### config.mk
export PLATFORM = sky130hd
export DESIGN_NAME = rfblackwidow_pregfile_flat
export DESIGN_NICKNAME = d
export VERILOG_FILES = /design/src/rtl/rfblackwidow_pregfile_pkg.sv /design/src/rtl/rfblackwidow_pregfile_if.sv /design/src/rtl/rfblackwidow_pregfile_pscoreboard.sv /design/src/rtl/rfblackwidow_pregfile.sv /design/src/flat_wrapper.sv
export SDC_FILE = /design/constraint.sdc
export NUM_CORES = 1
export LEC_CHECK = 0
export BUFFER_PORTS_ARGS = -buffer_cell sky130_fd_sc_hd__buf_2
export CAP_MARGIN = 20
export CORE_ASPECT_RATIO = 1.25
export CORE_MARGIN = 10
export CORE_UTILIZATION = 58
export CTS_CLUSTER_DIAMETER = 120
export CTS_CLUSTER_SIZE = 24
export DETAILED_ROUTE_END_ITERATION = 7
export PLACE_DENSITY = 0.88
export SYNTH_ARGS = -nofsm -noshare
export SYNTH_HDL_FRONTEND = slang
export SYNTH_SLANG_ARGS = --single-unit
### constraint.sdc
create_clock -name clk -period 2.64 [get_ports clk]
set_clock_uncertainty 0.05 [all_clocks]
set_input_delay 0.132 -clock clk [delete_from_list [all_inputs] [get_ports clk]]
set_output_delay 0.132 -clock clk [all_outputs]
set_load 0.01 [all_outputs]
### src/rtl/rfblackwidow_pregfile_pkg.sv
// Shared types and helpers for the BlackWidow predicate register file.
package rfblackwidow_pregfile_pkg;

    localparam int NPREG   = 64;
    localparam int PREG_LO = 2;    // p0/p1 are hardwired, storage starts at p2

    typedef logic [5:0] pregno_t;

    typedef enum logic [1:0] {
        PS_IDLE,
        PS_DRAIN,
        PS_LOAD
    } pstate_t;

    // One-hot select of a writable predicate; p0/p1 never decode.
    function automatic logic [NPREG-1:0] preg_dec(input logic en, input pregno_t r);
        logic [NPREG-1:0] m;
        m = '0;
        if (en) m[r] = 1'b1;
        m[PREG_LO-1:0] = '0;
        return m;
    endfunction

endpackage

### src/rtl/rfblackwidow_pregfile_if.sv
// Issue/writeback/read/restore bundle of the predicate register file.
interface rfblackwidow_pregfile_if #(
    parameter int NRDPORT = 3
);
    import rfblackwidow_pregfile_pkg::*;

    logic                     iss_v;
    pregno_t                  iss_pRt1;
    pregno_t                  iss_pRt2;
    logic                     wprfwr;
    pregno_t                  wpRt1;
    pregno_t                  wpRt2;
    logic                     wpres;
    pregno_t [NRDPORT-1:0]    pRn;
    logic    [NRDPORT-1:0]    prfo;
    logic    [NRDPORT-1:0]    pbusy;
    logic    [NPREG-1:0]      snap;
    logic                     restore_req;
    logic    [NPREG-1:0]      restore_dat;
    logic                     restore_ack;

    modport master (
        output iss_v, iss_pRt1, iss_pRt2,
        output wprfwr, wpRt1, wpRt2, wpres,
        output pRn,
        output restore_req, restore_dat,
        input  prfo, pbusy, snap, restore_ack
    );

    modport slave (
        input  iss_v, iss_pRt1, iss_pRt2,
        input  wprfwr, wpRt1, wpRt2, wpres,
        input  pRn,
        input  restore_req, restore_dat,
        output prfo, pbusy, snap, restore_ack
    );

endinterface

### src/rtl/rfblackwidow_pregfile_pscoreboard.sv
// Per-predicate in-flight write scoreboard: issue sets, writeback clears.
module rfblackwidow_pregfile_pscoreboard
    import rfblackwidow_pregfile_pkg::*;
(
    input  logic             clk,
    input  logic             rst_n,
    input  logic             set_v,
    input  pregno_t          set_a,
    input  pregno_t          set_b,
    input  logic             clr_v,
    input  pregno_t          clr_a,
    input  pregno_t          clr_b,
    output logic [NPREG-1:0] busy,
    output logic             any_busy
);

    logic [NPREG-1:0] busy_d;
    logic [NPREG-1:0] busy_q;
    logic [NPREG-1:0] set_m;
    logic [NPREG-1:0] clr_m;

    // A same-cycle set and clear of one register leaves it busy.
    always_comb begin
        set_m  = preg_dec(set_v, set_a) | preg_dec(set_v, set_b);
        clr_m  = preg_dec(clr_v, clr_a) | preg_dec(clr_v, clr_b);
        busy_d = (busy_q & ~clr_m) | set_m;
    end

    always_ff @(posedge clk or negedge rst_n) begin
        if (!rst_n) begin
            busy_q <= '0;
        end else begin
            busy_q <= busy_d;
        end
    end

    assign busy     = busy_q;
    assign any_busy = |busy_q;

endmodule

### src/rtl/rfblackwidow_pregfile.sv
// Predicate register file with result/complement writeback and drain-then-load restore.
// Busy tracking is built only when PREG_SCOREBOARD_EN is defined.
module rfblackwidow_pregfile
    import rfblackwidow_pregfile_pkg::*;
#(
    parameter int NRDPORT = 3
) (
    input  logic                  clk,
    input  logic                  rst_n,
    rfblackwidow_pregfile_if.slave pif
);

    pstate_t                  state_d;
    pstate_t                  state_q;
    logic                     ack_d;
    logic                     ack_q;
    logic [NPREG-1:PREG_LO]   preg_d;
    logic [NPREG-1:PREG_LO]   preg_q;
    logic [NPREG-1:0]         wr1_m;
    logic [NPREG-1:0]         wr2_m;
    logic [NPREG-1:0]         preg_all;
    logic [NPREG-1:0]         busy_all;
    logic                     any_busy;
    logic                     unused_rdat;

    // pRt1 is applied last so it wins when both destinations coincide;
    // a LOAD cycle then overrides any writeback.
    always_comb begin
        wr1_m  = preg_dec(pif.wprfwr, pif.wpRt1);
        wr2_m  = preg_dec(pif.wprfwr, pif.wpRt2);
        preg_d = preg_q;
        for (int n = PREG_LO; n < NPREG; n++) begin
            if (wr2_m[n]) preg_d[n] = ~pif.wpres;
            if (wr1_m[n]) preg_d[n] = pif.wpres;
        end
        if (state_q == PS_LOAD) begin
            preg_d = pif.restore_dat[NPREG-1:PREG_LO];
        end
    end

    always_ff @(posedge clk or negedge rst_n) begin
        if (!rst_n) begin
            preg_q <= '0;
        end else begin
            preg_q <= preg_d;
        end
    end

    // restore_ack is registered and is high exactly while in PS_LOAD.
    always_comb begin
        state_d = state_q;
        ack_d   = 1'b0;
        unique case (state_q)
            PS_IDLE: begin
                if (pif.restore_req) state_d = PS_DRAIN;
            end
            PS_DRAIN: begin
                if (!pif.restore_req) begin
                    state_d = PS_IDLE;
                end else if (!any_busy) begin
                    state_d = PS_LOAD;
                    ack_d   = 1'b1;
                end
            end
            PS_LOAD: begin
                state_d = PS_IDLE;
            end
            default: begin
                state_d = PS_IDLE;
            end
        endcase
    end

    always_ff @(posedge clk or negedge rst_n) begin
        if (!rst_n) begin
            state_q <= PS_IDLE;
            ack_q   <= 1'b0;
        end else begin
            state_q <= state_d;
            ack_q   <= ack_d;
        end
    end

`ifdef PREG_SCOREBOARD_EN
    logic iss_ok;

    // Issue is stalled upstream during a drain; ignore any stray request.
    assign iss_ok = pif.iss_v & (state_q != PS_DRAIN);

    rfblackwidow_pregfile_pscoreboard u_pscoreboard (
        .clk      (clk),
        .rst_n    (rst_n),
        .set_v    (iss_ok),
        .set_a    (pif.iss_pRt1),
        .set_b    (pif.iss_pRt2),
        .clr_v    (pif.wprfwr),
        .clr_a    (pif.wpRt1),
        .clr_b    (pif.wpRt2),
        .busy     (busy_all),
        .any_busy (any_busy)
    );
`else
    logic unused_iss;

    assign busy_all   = '0;
    assign any_busy   = 1'b0;
    assign unused_iss = ^{pif.iss_v, pif.iss_pRt1, pif.iss_pRt2};
`endif

    assign unused_rdat = ^pif.restore_dat[PREG_LO-1:0];
    assign preg_all    = {preg_q, 2'b10};

    for (genvar i = 0; i < NRDPORT; i++) begin : g_rd
        assign pif.prfo[i]  = preg_all[pif.pRn[i]];
        assign pif.pbusy[i] = busy_all[pif.pRn[i]];
    end

    assign pif.snap        = preg_all;
    assign pif.restore_ack = ack_q;

endmodule

### src/flat_wrapper.sv
// flat-port wrapper written by rule: the top's interface ports become plain ports
module rfblackwidow_pregfile_flat import rfblackwidow_pregfile_pkg::*;
#(
    parameter int NRDPORT = 3
)
  (clk, rst_n, pif_iss_v, pif_iss_pRt1, pif_iss_pRt2, pif_wprfwr, pif_wpRt1, pif_wpRt2, pif_wpres, pif_pRn, pif_restore_req, pif_restore_dat, pif_prfo, pif_pbusy, pif_snap, pif_restore_ack);
  rfblackwidow_pregfile_if #(.NRDPORT(NRDPORT)) pif_i ();
  input  logic clk;
  input  logic rst_n;
  input wire logic [$bits(pif_i.iss_v)-1:0] pif_iss_v;
  input wire logic [$bits(pif_i.iss_pRt1)-1:0] pif_iss_pRt1;
  input wire logic [$bits(pif_i.iss_pRt2)-1:0] pif_iss_pRt2;
  input wire logic [$bits(pif_i.wprfwr)-1:0] pif_wprfwr;
  input wire logic [$bits(pif_i.wpRt1)-1:0] pif_wpRt1;
  input wire logic [$bits(pif_i.wpRt2)-1:0] pif_wpRt2;
  input wire logic [$bits(pif_i.wpres)-1:0] pif_wpres;
  input wire logic [$bits(pif_i.pRn)-1:0] pif_pRn;
  input wire logic [$bits(pif_i.restore_req)-1:0] pif_restore_req;
  input wire logic [$bits(pif_i.restore_dat)-1:0] pif_restore_dat;
  output wire logic [$bits(pif_i.prfo)-1:0] pif_prfo;
  output wire logic [$bits(pif_i.pbusy)-1:0] pif_pbusy;
  output wire logic [$bits(pif_i.snap)-1:0] pif_snap;
  output wire logic [$bits(pif_i.restore_ack)-1:0] pif_restore_ack;
  assign pif_i.iss_v = pif_iss_v;
  assign pif_i.iss_pRt1 = pif_iss_pRt1;
  assign pif_i.iss_pRt2 = pif_iss_pRt2;
  assign pif_i.wprfwr = pif_wprfwr;
  assign pif_i.wpRt1 = pif_wpRt1;
  assign pif_i.wpRt2 = pif_wpRt2;
  assign pif_i.wpres = pif_wpres;
  assign pif_i.pRn = pif_pRn;
  assign pif_i.restore_req = pif_restore_req;
  assign pif_i.restore_dat = pif_restore_dat;
  assign pif_prfo = pif_i.prfo;
  assign pif_pbusy = pif_i.pbusy;
  assign pif_snap = pif_i.snap;
  assign pif_restore_ack = pif_i.restore_ack;
  rfblackwidow_pregfile #(.NRDPORT(NRDPORT)) u_core (.clk(clk), .rst_n(rst_n), .pif(pif_i));
endmodule
Word-level counts from Yosys, hierarchy flattened
Memory sizes are Yosys's and may differ from the RTL's.
Cells that the tools add are included.

storage, ports and cells
  memory bits (read-only) = 192
  output and inout port bits = 71
  input port bits = 112
  memories kept = 3
  flip-flop bits (word level) = 65
  logic and storage cells = 288

operators by class
  equality and inequality tests = 3
  reductions and logical operators = 65
  magnitude comparators = 7
  bitwise logic cells = 1
  mux-type cells = 145

memory list
  name             depth  width  rd ports  clocked after memory_dff  wr ports  RTL line                      RTL
  (no name shown)  64     1      1         0                         0         rfblackwidow_pregfile.sv:115  assign pif.pbusy[i] = busy_all[pif.pRn[i]];
  (no name shown)  64     1      1         0                         0         rfblackwidow_pregfile.sv:115
  (no name shown)  64     1      1         0                         0         rfblackwidow_pregfile.sv:115

operators by type and width
  kind                                                                count
  nonzero test 3 bit                                                  62
  2-to-1 mux 1 bit                                                    134
  2-to-1 mux 64 bit                                                   2
  2-to-1 mux 62 bit                                                   1
  less-than comparator 6 x 7 -> 1 bit (second input constant)         5
  binary-select mux 1 bit (select 6 bit)                              3
  demux 1 bit (select 6 bit)                                          2
  greater-or-equal comparator 6 x 1 -> 1 bit (second input constant)  2
  2-to-1 mux 2 bit                                                    2
  case mux 2 bit (2 select lines)                                     1
  equality test 2 x 1 -> 1 bit (second input constant)                1
  equality test 2 bit (second input constant)                         1
  logical AND 1 bit                                                   2
  zero test 2 bit                                                     1
  != test 2 bit (second input constant)                               1
  NOT 1 bit                                                           1

Depth between registers and ports, before layout
  depth in word-level cells = 8
  mapped depth = 7
  depth with buffers taken out = 5

Least setup slack after synthesis
No wires, ideal clock.

  path type = reg-to-output
  from = reg u_core.preg_q[39] (netlist bit)
  to = out pif_prfo[0]
  slack = 954 ps
  arrival time = 1504 ps
  path buffers = 0
  data required time = 2458 ps
  cell stages (with the launch flop) = 5
  cell sequence = dfrtp_1 mux4_2 mux2_2 o311ai_1 o22ai_1

on the way
  longest elaborated chain between the ends = 2

RTL lines
  what                                    RTL line                      RTL
  start: declaration                      rfblackwidow_pregfile.sv:18   logic [NPREG-1:PREG_LO] preg_q;
  start signal: assignment                rfblackwidow_pregfile.sv:45   preg_q <= preg_d;
  binary-select mux 1 bit (select 6 bit)  rfblackwidow_pregfile.sv:114  assign pif.prfo[i] = preg_all[pif.pRn[i]];
  2-to-1 mux 1 bit (not written as such)  rfblackwidow_pregfile.sv:114
  end: declaration                        flat_wrapper.sv:20            output wire logic [$bits(pif_i.prfo)-1:0] pif_prfo;

No other way between the ends. The select of a mux whose other input is x is not followed.

Worst setup path after layout
  from = reg u_core.preg_q[36] (netlist bit)
  to = out pif_prfo[0]

Same word-level chain as after synthesis.

==> summary.txt <==
Clocking
  – CTS buffer count: 9
  – CTS tree: yes
  – Clk sink count: 65
  – H-tree Lvls: 3
  – Longest Clk Path Bufs: 2
  – CTS root buf: clkbuf_16
  – Clock transition at the registers of the reported paths: 0.06 ns
  – Post-cts resize count: 0
  – Post-CTS setup buffers: 0
  – Clk_lat worst skew: 0.34 ns

Global route
  – GRT overflow: 0
  – Largest net degree at the start of global routing: 69
  – GRT Total Usage: 0.335
  – Initial antenna violation count: 2
  – Vias in the first global route: 7328
  – First-pass GRT wire length: 41200 um

Cells and area
  – Layout cells sized above 1: 0.311
  – Filler cells: 785
  – Finished Core Util: 0.744
  – Area of the multi-input gates: 0.00432 mm^2
  – Sequential cell area: 0.00163 mm^2
  – Final net count: 962
  – Area Overhead vs Synth: 24.1%
  – Post-route cell area: 0.00794 mm^2

Power and ir drop
  – Lkg Pwr: 3.24 nW
  – Max VDD drop: 0.521 mV
  – Switching Fraction: 0.396
  – Power density of the placed cells: 660 mW/mm^2
  – Internal Power: 3.16 mW
  – Share of power burned in registers: 0.351
  – Total power: 5.24 mW
  – Comb power frac: 0.419
  – Clock group share of total power: 0.230
  – Sw Pwr: 2.07 mW

Synthesis
  – Post-synthesis mux area share: 0.208
  – Count leader, synth: dfrtp_1
  – Synth Area in Adders: 0
  – Compound-Gate Fraction of Synth Area: 0.266
  – Mean Syn Cell Area: 9.33 um^2
  – Largest family of logic cells by synthesized area: compound AO/OA/AOI/OAI gates
  – Yosys warns: 0
  – Largest area contributor in the netlist: dfrtp_1
  – Register bit total from synthesis: 65
  – Mapped Cells: 686
  – Share of the synthesized area in the top cell type: 0.254
  – Largest cells by area after synthesis: dfrtp_1, mux4_2, mux2i_1
  – Netlist cell types: 64
  – Area share of and/or/nand/nor cells after synthesis: 0.197
  – Prevailing post-synth register cell: dfrtp_1
  – Top cells by count, synth: dfrtp_1, nand2_1, mux4_2
  – Xor and xnor area share after synthesis: 0
  – Post-synth EDFFs: 0
  – Synth async-reset ratio: 1.00
  – Seq/Total Area, Yosys: 0.254
  – Cell area after synthesis: 0.00640 mm^2

Drt
  – Detailed Route WL: 27200 um
  – Number of detailed-route iterations in the first pass: 7
  – Post-route DRC: 0
  – Vias: 7492
  – Routed vias/inst: 7.58
  – Starting DRC count in detailed routing: 1219
  – Routed wire per std cell: 27.5 um
  – Final ANT Viol Nets: 0

Placement
  – HPWL after DPL: 19400 um
  – Post-place instance area: 0.00708 mm^2
  – Buffers on Ports: 162
  – Pre-CTS setup slack: 0.554 ns
  – RD Place Congestion: 0.950

STA
  – Total negative slack: 0 ns
  – Crit path time final: 2.30 ns
  – Slew Limit Headroom: 0.471
  – RSZ-0062 raised after global routing: false
  – Final hold viol count: 0
  – Tcrit/Tclk final: 0.870
  – Final WS setup: 0.343 ns
  – Worst Max-Slew Pin Slew: 0.789 ns
  – Fmax: 435 MHz
  – Final setup viols: 0
  – Max Slew Vio Count: 0

Floorplan
  – Core area: 0.0107 mm^2
  – Die footprint: 0.0157 mm^2
  – Die X: 114 um
  – Die Y: 137 um
  – I/O pin total: 183
  – Row count: 42
  – Initial core utilization: 0.600

Setup path
  – Critical path buffers and inverters: 1
  – Slowest-stage cell, CP: mux4_2
  – Worst setup path class: reg -> out
  – CP cell instances: mux4_2 -> mux2_2 -> o311ai_1 -> o22ai_1 -> buf_2
  – Critical path's largest stage delay: 0.49 ns
  – CP Data Arrival Time: 2.12 ns
  – Crit path launch type: flop
  – Worst r2r path cells: 4
  – WP data required: 2.46 ns
  – Reg2reg start: u_core.state_q[0]
  – CP endpoint kind: primary output
  – Top cell family by delay on the critical path: multiplexers
  – Crit-path max FO: 5
  – RR Endpoint: u_core.preg_q[9]
  – R2R Setup Slk: 0.80 ns

Hold path
  – Hold Path Origin: pif_restore_dat[13]
  – Worst Hold Class: in -> reg
  – Hold Path End: u_core.preg_q[13]
  – Hold Crit Depth: 3

Status
  – Outcome: completed

Job
  – MaxCap Viol Count: 0
layer usage:
layer  track usage  vias up  share of wire
li1              -     3098              -
met1         0.391     3595           0.34
met2         0.559      626           0.48
met3        0.0766      173           0.12
met4         0.185        0          0.062
met5             0        -              0
repair_timing:
action	CTS	global route
setup endpoints to repair	0	0
hold buffers	56	0
hold endpoints to repair	77	0
per-stage QoR:
step	hold slack [ns]	std cells
floorplan	-0.214	689
global placement	0.0737	915
detailed placement	0.0917	915
CTS	0.0106	987
global route	0.0219	989
finish	0.0115	989
worst reg2reg max path, cell delays in order (launching register included):
cell and delay [ns]:
dfrtp_1 0.43, nand2b_2 0.58, buf_4 0.40, nor2_1 0.18
a21oi_1 0.06
power groups by stage:
stage               logic (mW)  registers, mW  clock network, mW
floorplan                 1.26           1.70                  0
global placement          2.00           1.78                  0
detailed placement        2.07           1.81                  0
CTS                       2.14           1.79               1.19
global route              2.34           1.84               1.24
finish                    2.19           1.84               1.21
cell usage in the layout (no fill, tap or decap), types with 4 or more instances in the layout:
cell type,netlist,layout
a2111oi_0,10,10
a211oi_1,8,8
a21o_1,17,17
a21oi_1,37,37
a221oi_1,5,5
a22oi_1,6,6
a311oi_1,4,4
a31oi_1,29,29
and3_1,8,8
and3b_1,11,11
and4bb_2,4,4
buf_2,27,162
buf_4,16,18
clkbuf_16,0,9
conb_1,2,5
dfrtp_1,65,65
dlygate4sd3_1,0,56
inv_1,6,6
mux2i_1,28,28
mux4_2,45,45
nand2_1,61,61
nand3_1,28,28
nand3b_1,11,11
nand4_1,7,7
nand4b_1,7,7
nor2_1,24,24
nor3_1,8,8
nor3_2,4,4
o2111ai_1,5,5
o21a_1,21,21
o21ai_0,13,13
o21ai_1,6,6
o221ai_1,30,30
o22a_1,6,6
o22ai_1,28,28
o41ai_1,7,7
worst max path at each step:
stage                  endpoint  depth (start not counted)         startpoint  slack [ns]
global placement    pif_prfo[2]                          8        pif_pRn[12]        0.63
CTS                 pif_prfo[0]                          5  u_core.preg_q[39]        0.35
global route        pif_prfo[1]                          5  u_core.preg_q[35]        0.27
finish              pif_prfo[0]                          5  u_core.preg_q[36]        0.34
floorplan           pif_prfo[0]                          4  u_core.preg_q[39]        0.95
detailed placement  pif_prfo[0]                          6         pif_pRn[0]        0.55
state kept, by name (all words and copies together) (netlist names):
register	flops
u_core.pif.restore_ack	1
u_core.preg_q	62
u_core.state_q	2
cell type report:
class	instances	share of cell area
clock inverter	3	0.00504
timing repair buffer	236	0.190
clock buffer	13	0.0315
tap	132	0.0208
sequential	65	0.205
multi-input combinational	531	0.544
antenna	2	0.000630
inverter	7	0.00331
logic make-up (layout without fill, tap and decap cells):
kind of cell,Yosys count,after routing
AOI/OAI and AO/OA,242,242
and+or+nand+nor,208,208
buffers and inverters,93,259
muxes,76,76
DFF,65,65
other,2,7
Note: power is estimated with default switching activity, not from simulation.
